==> src/rtl/cr_crcgc_stats_acc_if.sv <==
// Purpose: event, config, read-port and status bundle of the CRC stats accumulator.
// Latency: none (signal bundle only).
// Backpressure: none; the master may issue a read request every cycle.
interface cr_crcgc_stats_acc_if #(
  parameter int N_EVENTS  = 8,
  parameter int CNT_WIDTH = 32
);
  localparam int AW = $clog2(N_EVENTS);

  logic [N_EVENTS-1:0]  stat_events;
  logic                 freeze;
  logic                 clr_on_rd;
  logic                 snap_req;
  logic                 rd_req;
  logic                 rd_snap;
  logic [AW-1:0]        rd_addr;
  logic                 rd_ack;
  logic [CNT_WIDTH-1:0] rd_data;
  logic [N_EVENTS-1:0]  sat_flags;
  logic                 err_irq;
  logic                 irq_clr;

  // Register block / event source side
  modport master (
    output stat_events, freeze, clr_on_rd, snap_req, rd_req, rd_snap, rd_addr, irq_clr,
    input  rd_ack, rd_data, sat_flags, err_irq
  );

  // Accumulator side
  modport slave (
    input  stat_events, freeze, clr_on_rd, snap_req, rd_req, rd_snap, rd_addr, irq_clr,
    output rd_ack, rd_data, sat_flags, err_irq
  );
endinterface

==> src/rtl/cr_crcgc_stats_acc.sv <==
// Purpose: saturating per-event counters with snapshot bank, sticky sat flags and error irq.
// Latency: events visible in live counters next cycle; read data/ack one cycle after rd_req.
// Backpressure: none; a read is accepted every cycle and always acked on the following cycle.
module cr_crcgc_stats_acc #(
  parameter int N_EVENTS  = 8,
  parameter int CNT_WIDTH = 32
) (
  input logic                 clk,
  input logic                 rst,
  cr_crcgc_stats_acc_if.slave io_bus
);

  localparam int AW = $clog2(N_EVENTS);
  localparam logic [CNT_WIDTH-1:0] CNT_MAX = {CNT_WIDTH{1'b1}};

  logic [N_EVENTS-1:0]  w_inc;
  logic [N_EVENTS-1:0]  w_sat_hit;
  logic [N_EVENTS-1:0]  w_clr;
  logic [N_EVENTS-1:0]  w_err_mask;
  logic                 w_live_rd;
  logic [CNT_WIDTH-1:0] w_rd_val;
  logic [CNT_WIDTH-1:0] w_nxt  [N_EVENTS];

  logic [CNT_WIDTH-1:0] r_live [N_EVENTS];
  logic [CNT_WIDTH-1:0] r_snap [N_EVENTS];
  logic [N_EVENTS-1:0]  r_sat;
  logic                 r_err_irq;
  logic                 r_rd_ack;
  logic [CNT_WIDTH-1:0] r_rd_data;

  // Next counter values, clear decisions and read mux. The live read returns the
  // post-event value so a same-cycle event is reported even when the read clears it.
  // Out-of-range addresses match no counter and therefore return 0.
  always_comb begin
    w_inc     = io_bus.stat_events & ~{N_EVENTS{io_bus.freeze}};
    w_live_rd = io_bus.rd_req & ~io_bus.rd_snap;
    w_rd_val  = '0;
    for (int i = 0; i < N_EVENTS; i++) begin
      w_err_mask[i] = (i % 2) == 1;
      w_sat_hit[i]  = (r_live[i] == CNT_MAX) & w_inc[i];
      w_nxt[i]      = (r_live[i] == CNT_MAX) ? r_live[i] : r_live[i] + CNT_WIDTH'(w_inc[i]);
      w_clr[i]      = io_bus.snap_req |
                      (w_live_rd & io_bus.clr_on_rd & (io_bus.rd_addr == AW'(i)));
      if (io_bus.rd_addr == AW'(i)) begin
        w_rd_val = io_bus.rd_snap ? r_snap[i] : w_nxt[i];
      end
    end
  end

  // Live counters: count every cycle, cleared by snapshot or clear-on-read
  always_ff @(posedge clk) begin
    for (int i = 0; i < N_EVENTS; i++) begin
      if (rst)           r_live[i] <= '0;
      else if (w_clr[i]) r_live[i] <= '0;
      else               r_live[i] <= w_nxt[i];
    end
  end

  // Snapshot bank: captures the post-event values so no same-cycle event is lost
  always_ff @(posedge clk) begin
    for (int i = 0; i < N_EVENTS; i++) begin
      if (rst)                  r_snap[i] <= '0;
      else if (io_bus.snap_req) r_snap[i] <= w_nxt[i];
    end
  end

  // Sticky saturation flags, dropped together with their counter
  always_ff @(posedge clk) begin
    if (rst) r_sat <= '0;
    else     r_sat <= (r_sat | w_sat_hit) & ~w_clr;
  end

  // Error interrupt: odd-index events set it, set wins over a same-cycle clear
  always_ff @(posedge clk) begin
    if (rst)                          r_err_irq <= 1'b0;
    else if (|(w_inc & w_err_mask))   r_err_irq <= 1'b1;
    else if (io_bus.irq_clr)          r_err_irq <= 1'b0;
  end

  // Read port: one-cycle ack, data held between requests
  always_ff @(posedge clk) begin
    if (rst) begin
      r_rd_ack  <= 1'b0;
      r_rd_data <= '0;
    end else begin
      r_rd_ack <= io_bus.rd_req;
      if (io_bus.rd_req) r_rd_data <= w_rd_val;
    end
  end

  assign io_bus.rd_ack    = r_rd_ack;
  assign io_bus.rd_data   = r_rd_data;
  assign io_bus.sat_flags = r_sat;
  assign io_bus.err_irq   = r_err_irq;

endmodule

==> src/flat_wrapper.sv <==
// flat-port wrapper written by rule: the top's interface ports become plain ports
module cr_crcgc_stats_acc_flat 
#(
  parameter int N_EVENTS  = 8,
  parameter int CNT_WIDTH = 32
)
  (clk, rst, io_bus_stat_events, io_bus_freeze, io_bus_clr_on_rd, io_bus_snap_req, io_bus_rd_req, io_bus_rd_snap, io_bus_rd_addr, io_bus_irq_clr, io_bus_rd_ack, io_bus_rd_data, io_bus_sat_flags, io_bus_err_irq);
  cr_crcgc_stats_acc_if #(.N_EVENTS(N_EVENTS), .CNT_WIDTH(CNT_WIDTH)) io_bus_i ();
  input logic clk;
  input logic rst;
  input wire logic [$bits(io_bus_i.stat_events)-1:0] io_bus_stat_events;
  input wire logic [$bits(io_bus_i.freeze)-1:0] io_bus_freeze;
  input wire logic [$bits(io_bus_i.clr_on_rd)-1:0] io_bus_clr_on_rd;
  input wire logic [$bits(io_bus_i.snap_req)-1:0] io_bus_snap_req;
  input wire logic [$bits(io_bus_i.rd_req)-1:0] io_bus_rd_req;
  input wire logic [$bits(io_bus_i.rd_snap)-1:0] io_bus_rd_snap;
  input wire logic [$bits(io_bus_i.rd_addr)-1:0] io_bus_rd_addr;
  input wire logic [$bits(io_bus_i.irq_clr)-1:0] io_bus_irq_clr;
  output wire logic [$bits(io_bus_i.rd_ack)-1:0] io_bus_rd_ack;
  output wire logic [$bits(io_bus_i.rd_data)-1:0] io_bus_rd_data;
  output wire logic [$bits(io_bus_i.sat_flags)-1:0] io_bus_sat_flags;
  output wire logic [$bits(io_bus_i.err_irq)-1:0] io_bus_err_irq;
  assign io_bus_i.stat_events = io_bus_stat_events;
  assign io_bus_i.freeze = io_bus_freeze;
  assign io_bus_i.clr_on_rd = io_bus_clr_on_rd;
  assign io_bus_i.snap_req = io_bus_snap_req;
  assign io_bus_i.rd_req = io_bus_rd_req;
  assign io_bus_i.rd_snap = io_bus_rd_snap;
  assign io_bus_i.rd_addr = io_bus_rd_addr;
  assign io_bus_i.irq_clr = io_bus_irq_clr;
  assign io_bus_rd_ack = io_bus_i.rd_ack;
  assign io_bus_rd_data = io_bus_i.rd_data;
  assign io_bus_sat_flags = io_bus_i.sat_flags;
  assign io_bus_err_irq = io_bus_i.err_irq;
  cr_crcgc_stats_acc #(.N_EVENTS(N_EVENTS), .CNT_WIDTH(CNT_WIDTH)) u_core (.clk(clk), .rst(rst), .io_bus(io_bus_i));
endmodule
==> config.mk <==
export PLATFORM = sky130hd
export DESIGN_NAME = cr_crcgc_stats_acc_flat
export DESIGN_NICKNAME = d
export VERILOG_FILES = /design/src/rtl/cr_crcgc_stats_acc_if.sv /design/src/rtl/cr_crcgc_stats_acc.sv /design/src/flat_wrapper.sv
export SDC_FILE = /design/constraint.sdc
export NUM_CORES = 1
export LEC_CHECK = 0
export ABC_CLOCK_PERIOD_IN_PS = 11000
export BUFFER_PORTS_ARGS = -buffer_cell sky130_fd_sc_hd__buf_2
export CELL_PAD_IN_SITES_DETAIL_PLACEMENT = 1
export CELL_PAD_IN_SITES_GLOBAL_PLACEMENT = 1
export CORE_AREA = 3 3 222 278
export DETAILED_ROUTE_END_ITERATION = 10
export DIE_AREA = 0 0 225 281
export HOLD_SLACK_MARGIN = 0.12
export PLACE_DENSITY_LB_ADDON = 0.1
export SETUP_SLACK_MARGIN = 0.2
export SLEW_MARGIN = 15
export SYNTH_ARGS = -nofsm -noshare
export SYNTH_HDL_FRONTEND = slang
export SYNTH_SLANG_ARGS = --single-unit
==> constraint.sdc <==
create_clock -name clk -period 11 [get_ports clk]
set_input_delay 2.75 -clock clk [delete_from_list [all_inputs] [get_ports clk]]
set_output_delay 2.75 -clock clk [all_outputs]
set_load 0.005 [all_outputs]
### Word level (Yosys, flattened, before mapping)

Memories as Yosys holds them, arrays and structs flattened.
Index checks and enable logic that the tools add are counted.

* bits in registers: 42
* RAM bits: 512
* input port bits: 19
* output and inout port bits: 42
* word-level logic and storage cells: 191
* memories: 2

* add/sub/neg operators: 8
* eq/ne operators: 15
* multiplexer cells: 103
* bitwise operators: 56
* reductions and logical operators: 3

Memories
* u_core.r_live: words 8, width 32, rd ports 8, clocked after memory_dff 0, write ports 8, RTL line cr_crcgc_stats_acc.sv:24 `logic [CNT_WIDTH-1:0] r_live [N_EVENTS];`
* u_core.r_snap: words 8, width 32, rd ports 8, clocked after memory_dff 0, write ports 8, RTL line cr_crcgc_stats_acc.sv:25 `logic [CNT_WIDTH-1:0] r_snap [N_EVENTS];`

Operators by type and width (number)
* 32-bit two-way mux: 48
* 32-bit by 1-bit adder with 32-bit output: 8
* 32-bit == test (second input constant): 8
* 1-bit two-way mux: 55
* 1-bit bitwise OR: 32
* 1-bit bitwise AND: 18
* 8-bit bitwise AND: 2
* 8-bit inverter: 2
* 3-bit == test (second input constant): 4
* 8-bit bitwise OR: 1
* 3-bit by 2-bit == test with 1-bit output (second input constant): 2
* 4-bit OR reduction: 1
* 3-bit by 1-bit == test with 1-bit output (second input constant): 1
* 3-bit logical NOT: 1
* 2-bit nonzero test: 1
* 1-bit inverter: 1

### Longest topological paths before layout

* depth after elaboration: 13
* depth in mapped cells: 11
* depth with buffers taken out: 11

### Worst setup path after synthesis

OpenSTA, ideal clock, no wires.

* kind: in2reg
* from: input port rst
* to: memory u_core.r_snap[0][0], enable pin
* setup time: 606 ps
* arrival: 8043 ps
* data required time: 10394 ps
* setup slack: 2351 ps
* stages on the path: 3
* buffers on the path: 1
* cell sequence: clkbuf_1 -> nor2_1 -> inv_1

RTL lines
* start: declaration: RTL line flat_wrapper.sv:10 `input logic rst;`
* end: declaration: RTL line cr_crcgc_stats_acc.sv:25

### Final worst setup path

* from: input port io_bus_freeze
* to: register u_core.r_rd_data[20], in the netlist u_core.io_bus.rd_data[20]

* longest elaborated chain between the ends: 13
* elaborated cells on any way between the ends: 34
* classes of those cells: add/sub: 8; mux: 24; bitwise: 2

Ends and longest elaborated chain
* start: declaration: RTL line flat_wrapper.sv:12 `input wire logic [$bits(io_bus_i.freeze)-1:0] io_bus_freeze;`
* 8-bit inverter *: RTL line cr_crcgc_stats_acc.sv:35 `w_inc = io_bus.stat_events & ~{N_EVENTS{io_bus.freeze}};`
* 8-bit bitwise AND *: RTL line cr_crcgc_stats_acc.sv:35
* 32-bit by 1-bit adder with 32-bit output: RTL line cr_crcgc_stats_acc.sv:41 `w_nxt[i] = (r_live[i] == CNT_MAX) ? r_live[i] : r_live[i] + CNT_WIDTH'(w_inc[i]);`
* 32-bit two-way mux: RTL line cr_crcgc_stats_acc.sv:41
* 32-bit two-way mux: RTL line cr_crcgc_stats_acc.sv:45 `w_rd_val = io_bus.rd_snap ? r_snap[i] : w_nxt[i];`
* 32-bit two-way mux (7 in series): RTL line cr_crcgc_stats_acc.sv:44 `if (io_bus.rd_addr == AW'(i)) begin`
* 32-bit two-way mux *: RTL line cr_crcgc_stats_acc.sv:44
* end signal: assignment: RTL line cr_crcgc_stats_acc.sv:87 `if (io_bus.rd_req) r_rd_data <= w_rd_val;`
* end: declaration: RTL line cr_crcgc_stats_acc.sv:29 `logic [CNT_WIDTH-1:0] r_rd_data;`

Every way passes the cells marked *; elsewhere a longest branch is shown, timed or not.
A chain may end at the register's enable or synchronous reset.

==> impl_metrics.yaml <==
global_routing:
  grt_use_total: 0.363
  grt_pass1_vias: 26100
  grt_start_max_net_pins: 137
  grt_pass1_wl_mm: 170
  gr-total-overflow: 0
  antenna_found_initial: 5
flow_run:
  max_cap_viol_count: 0
critical_path:
  crit_required_ns: 11.49
  worst-path-max-fanout: 8
  crit_chain: "buf_2 -> nor2b_1 -> ha_1 -> ha_1 -> nand2_1 -> or4_1 -> a211oi_1 -> xnor2_1 -> o211a_1 -> o211ai_1 -> nor4_1 -> nor4b_2"
  cp_slowest_cell: "nor4_1"
  r2r_slack_ns: 6.76
  criticalPathCategory: "in -> reg"
  arrival_ns: 6.87
  cp-end-kind: "flip-flop"
  crit_path_frequent_cell: "ha_1"
  cp.buffers_inverters: 1
  critical-path-top-delay-family: "simple AND/OR/NAND/NOR gates"
  worst_path_largest_cell_delay_ns: 0.75
  start_kind: "primary input"
floorplan:
  die-area_um2: 63200
  design.core.area_um2: 59400
  die_y_um: 281
  row_count: 100
  ios: 61
  start_util: 0.497
  die_w_um: 225
logic_synthesis:
  async_flop_share: 0
  synth-simple-area-share: 0.225
  synth_top_family_by_area: "simple AND/OR/NAND/NOR gates"
  syn_area_per_cell_um2: 9.98
  synth_seq_cells: 554
  synth_cells: 2958
  synthAdderAreaFrac: 0.00721
  synthMuxAreaShare: 0.00695
  ys_seq_area_frac: 0.549
  syn-cell-area_um2: 29500
  synth_cell_types: 89
  yosys_most_used_dff: "edfxtp_1"
  synth-compound-area-share: 0.123
  synth-xor-area-share: 0.0635
  ys_warn_count: 0
  synth_enable_flop_cells: 512
power:
  p_int_mw: 3.81
  switchingPower_mw: 1.34
  combinationalPowerShare: 0.095
  p_sw_frac: 0.260
  peakVddDrop_mv: 0.134
  leakage_nw: 12.0
  p_per_area_nw_per_um2: 153
  clockPowerShare: 0.413
  power_frac_seq: 0.492
place:
  hpwl_mm: 83.7
  preCtsSetupSlack_ns: 3.98
  port_buffers: 60
  gp_congestion: 0.979
layout:
  antenna-diode-count: 0
  nets: 3277
  final_common_cell: "nor2_1"
  drive_above_1_share: 0.0863
  final_cell_mix: "nor2_1, edfxtp_1, conb_1"
  syn2layout_area_growth_pct: 14.4
outcome:
  status: "complete, no violations"
clock_network:
  clk_pin_slew_ns: 0.06
  cts_tree: "yes"
  cts_made_buffers: 59
  cts.sinks: 554
  clock_latency_ns: 0.64
  post-cts-setup-buffer-count: 0
  hold_buffers: 0
  clockRootBuffer: "clkbuf_16"
  cts_buffer_depth: 3
  htreeDepth: 2
  post_cts_resized: 0
routing:
  post_drt_wl_per_cell_um: 28.6
  finalWirelength_mm: 116
  drc: 0
  drt-initial-drc-count: 2978
  firstDrtPassIters: 5
  dr_total_vias: 25900
  via_per_inst: 6.39
  antenna_left: 0
sta:
  hold_violations: 0
  rsz0062_at_grt: "no"
  maxSlewViolCount: 0
  slew_headroom: 0.186
  period_share: 0.580
  fin_tns_setup_ns: 0
  skew_ns: 0.0140
  setup_viol: 0
  setup_ws_ns: 4.62
  fmax_ghz: 0.157
  fin_crit_ns: 6.38
  tightestPinTransition_ns: 1.22
min_path:
  hp-class: "reg -> reg"
## cell type report
type                    instances  area, um2
clock inverters                27        340
inverters                      25        104
clock buffers                  82       1680
repair buffers                133        880
fillers                      6688      25700
flip-flops and latches        554      16200
well taps                     765        957
multi-input cells            2468      13600
## registers in the layout (all words and copies together), names as in the netlist
| name | count |
|---|---|
| u_core.io_bus.err_irq | 1 |
| u_core.io_bus.rd_ack | 1 |
| u_core.io_bus.rd_data | 32 |
| u_core.io_bus.sat_flags | 8 |
| u_core.r_live | 256 |
| u_core.r_snap | 256 |
## cell usage after synthesis (all sizes together), types with 6 or more instances
cell type / n / area, um2
edfxtp: 512 / 15400
nand3: 129 / 658
a221oi: 10 / 87.6
a211o: 12 / 105
dfxtp: 42 / 841
or2: 6 / 37.5
nor4b: 8 / 82.6
o2111ai: 7 / 61.3
nor2: 704 / 2640
and4: 33 / 289
nand3b: 6 / 45.0
and2: 23 / 144
inv: 25 / 93.8
a311oi: 14 / 129
o31a: 6 / 52.6
a22oi: 15 / 113
a21o: 19 / 143
or3: 18 / 114
o22ai: 19 / 119
and3: 53 / 333
a21oi: 95 / 479
xor2: 105 / 920
buf: 16 / 73.8
a211oi: 33 / 258
o31ai: 7 / 52.6
clkbuf: 150 / 564
nand2b: 16 / 100
xnor2: 109 / 955
or4: 6 / 48.8
nand2: 179 / 672
ha: 17 / 213
nor3: 64 / 325
o21ai: 164 / 821
o21bai: 6 / 45.0
o221ai: 14 / 129
nor2b: 14 / 87.6
o21a: 15 / 113
nor4: 42 / 309
o211ai: 20 / 150
a31oi: 39 / 244
a2111oi: 9 / 97.6
nand4: 97 / 607
mux2i: 7 / 70.1
## worst paths after layout
check / startpoint / end / cells after the start
worst max-delay path: io_bus_freeze / u_core.io_bus.rd_data[20] / 12
worst min-delay path: u_core.io_bus.sat_flags[4] / u_core.io_bus.sat_flags[4] / 2
worst max register to register: u_core.r_live[7][13] / u_core.io_bus.rd_data[4] / 8
worst min register to register: u_core.io_bus.sat_flags[4] / u_core.io_bus.sat_flags[4] / 2
## logic make-up after synthesis
kind of cell	Yosys count
XOR/XNOR	214
multiplexers	15
other	1
adder cells (fa/ha/maj)	17
AND/OR/NAND/NOR	1414
flip-flops	554
AO/OA/AOI/OAI	552
buffers and inverters	191
## worst reg2reg max path: cells and delay by family (launching register included)
| kind | cells | cell delay, ns |
|---|---|---|
| AOI/OAI and AO/OA | 3 | 1.94 |
| DFF | 1 | 0.46 |
| xor gates and xnor gates | 1 | 0.36 |
| and+or+nand+nor | 4 | 1.32 |
## through the flow
step | instance area (um2) | hold slack [ns] | power, mW | util | std cells
after floorplan | 30500 | 0.460 | 2.81 | - | 3213
after global placement | 31700 | 0.451 | 3.02 | 0.534 | 3945
after detailed placement | 31700 | 0.464 | 3.04 | 0.534 | 3945
after CTS | 33800 | 0.481 | 5.14 | 0.568 | 4054
after global routing | 33800 | 0.510 | 5.28 | 0.568 | 4054
final | 33800 | 0.482 | 5.15 | 0.568 | 4054
## layer usage
metal,track usage,part of all wire
met3,0.0629,0.078
met1,0.424,0.36
met4,0.264,0.090
met2,0.602,0.47
met5,0,0.00040
## power groups by stage
stage	clock network, mW	logic, mW	registers [mW]
after detailed placement	0	0.471	2.57
after global routing	2.23	0.516	2.54
final	2.13	0.490	2.53
after CTS	2.14	0.474	2.53
after global placement	0	0.459	2.56
after floorplan	0	0.268	2.54
Power figures use the tool's default switching activity.
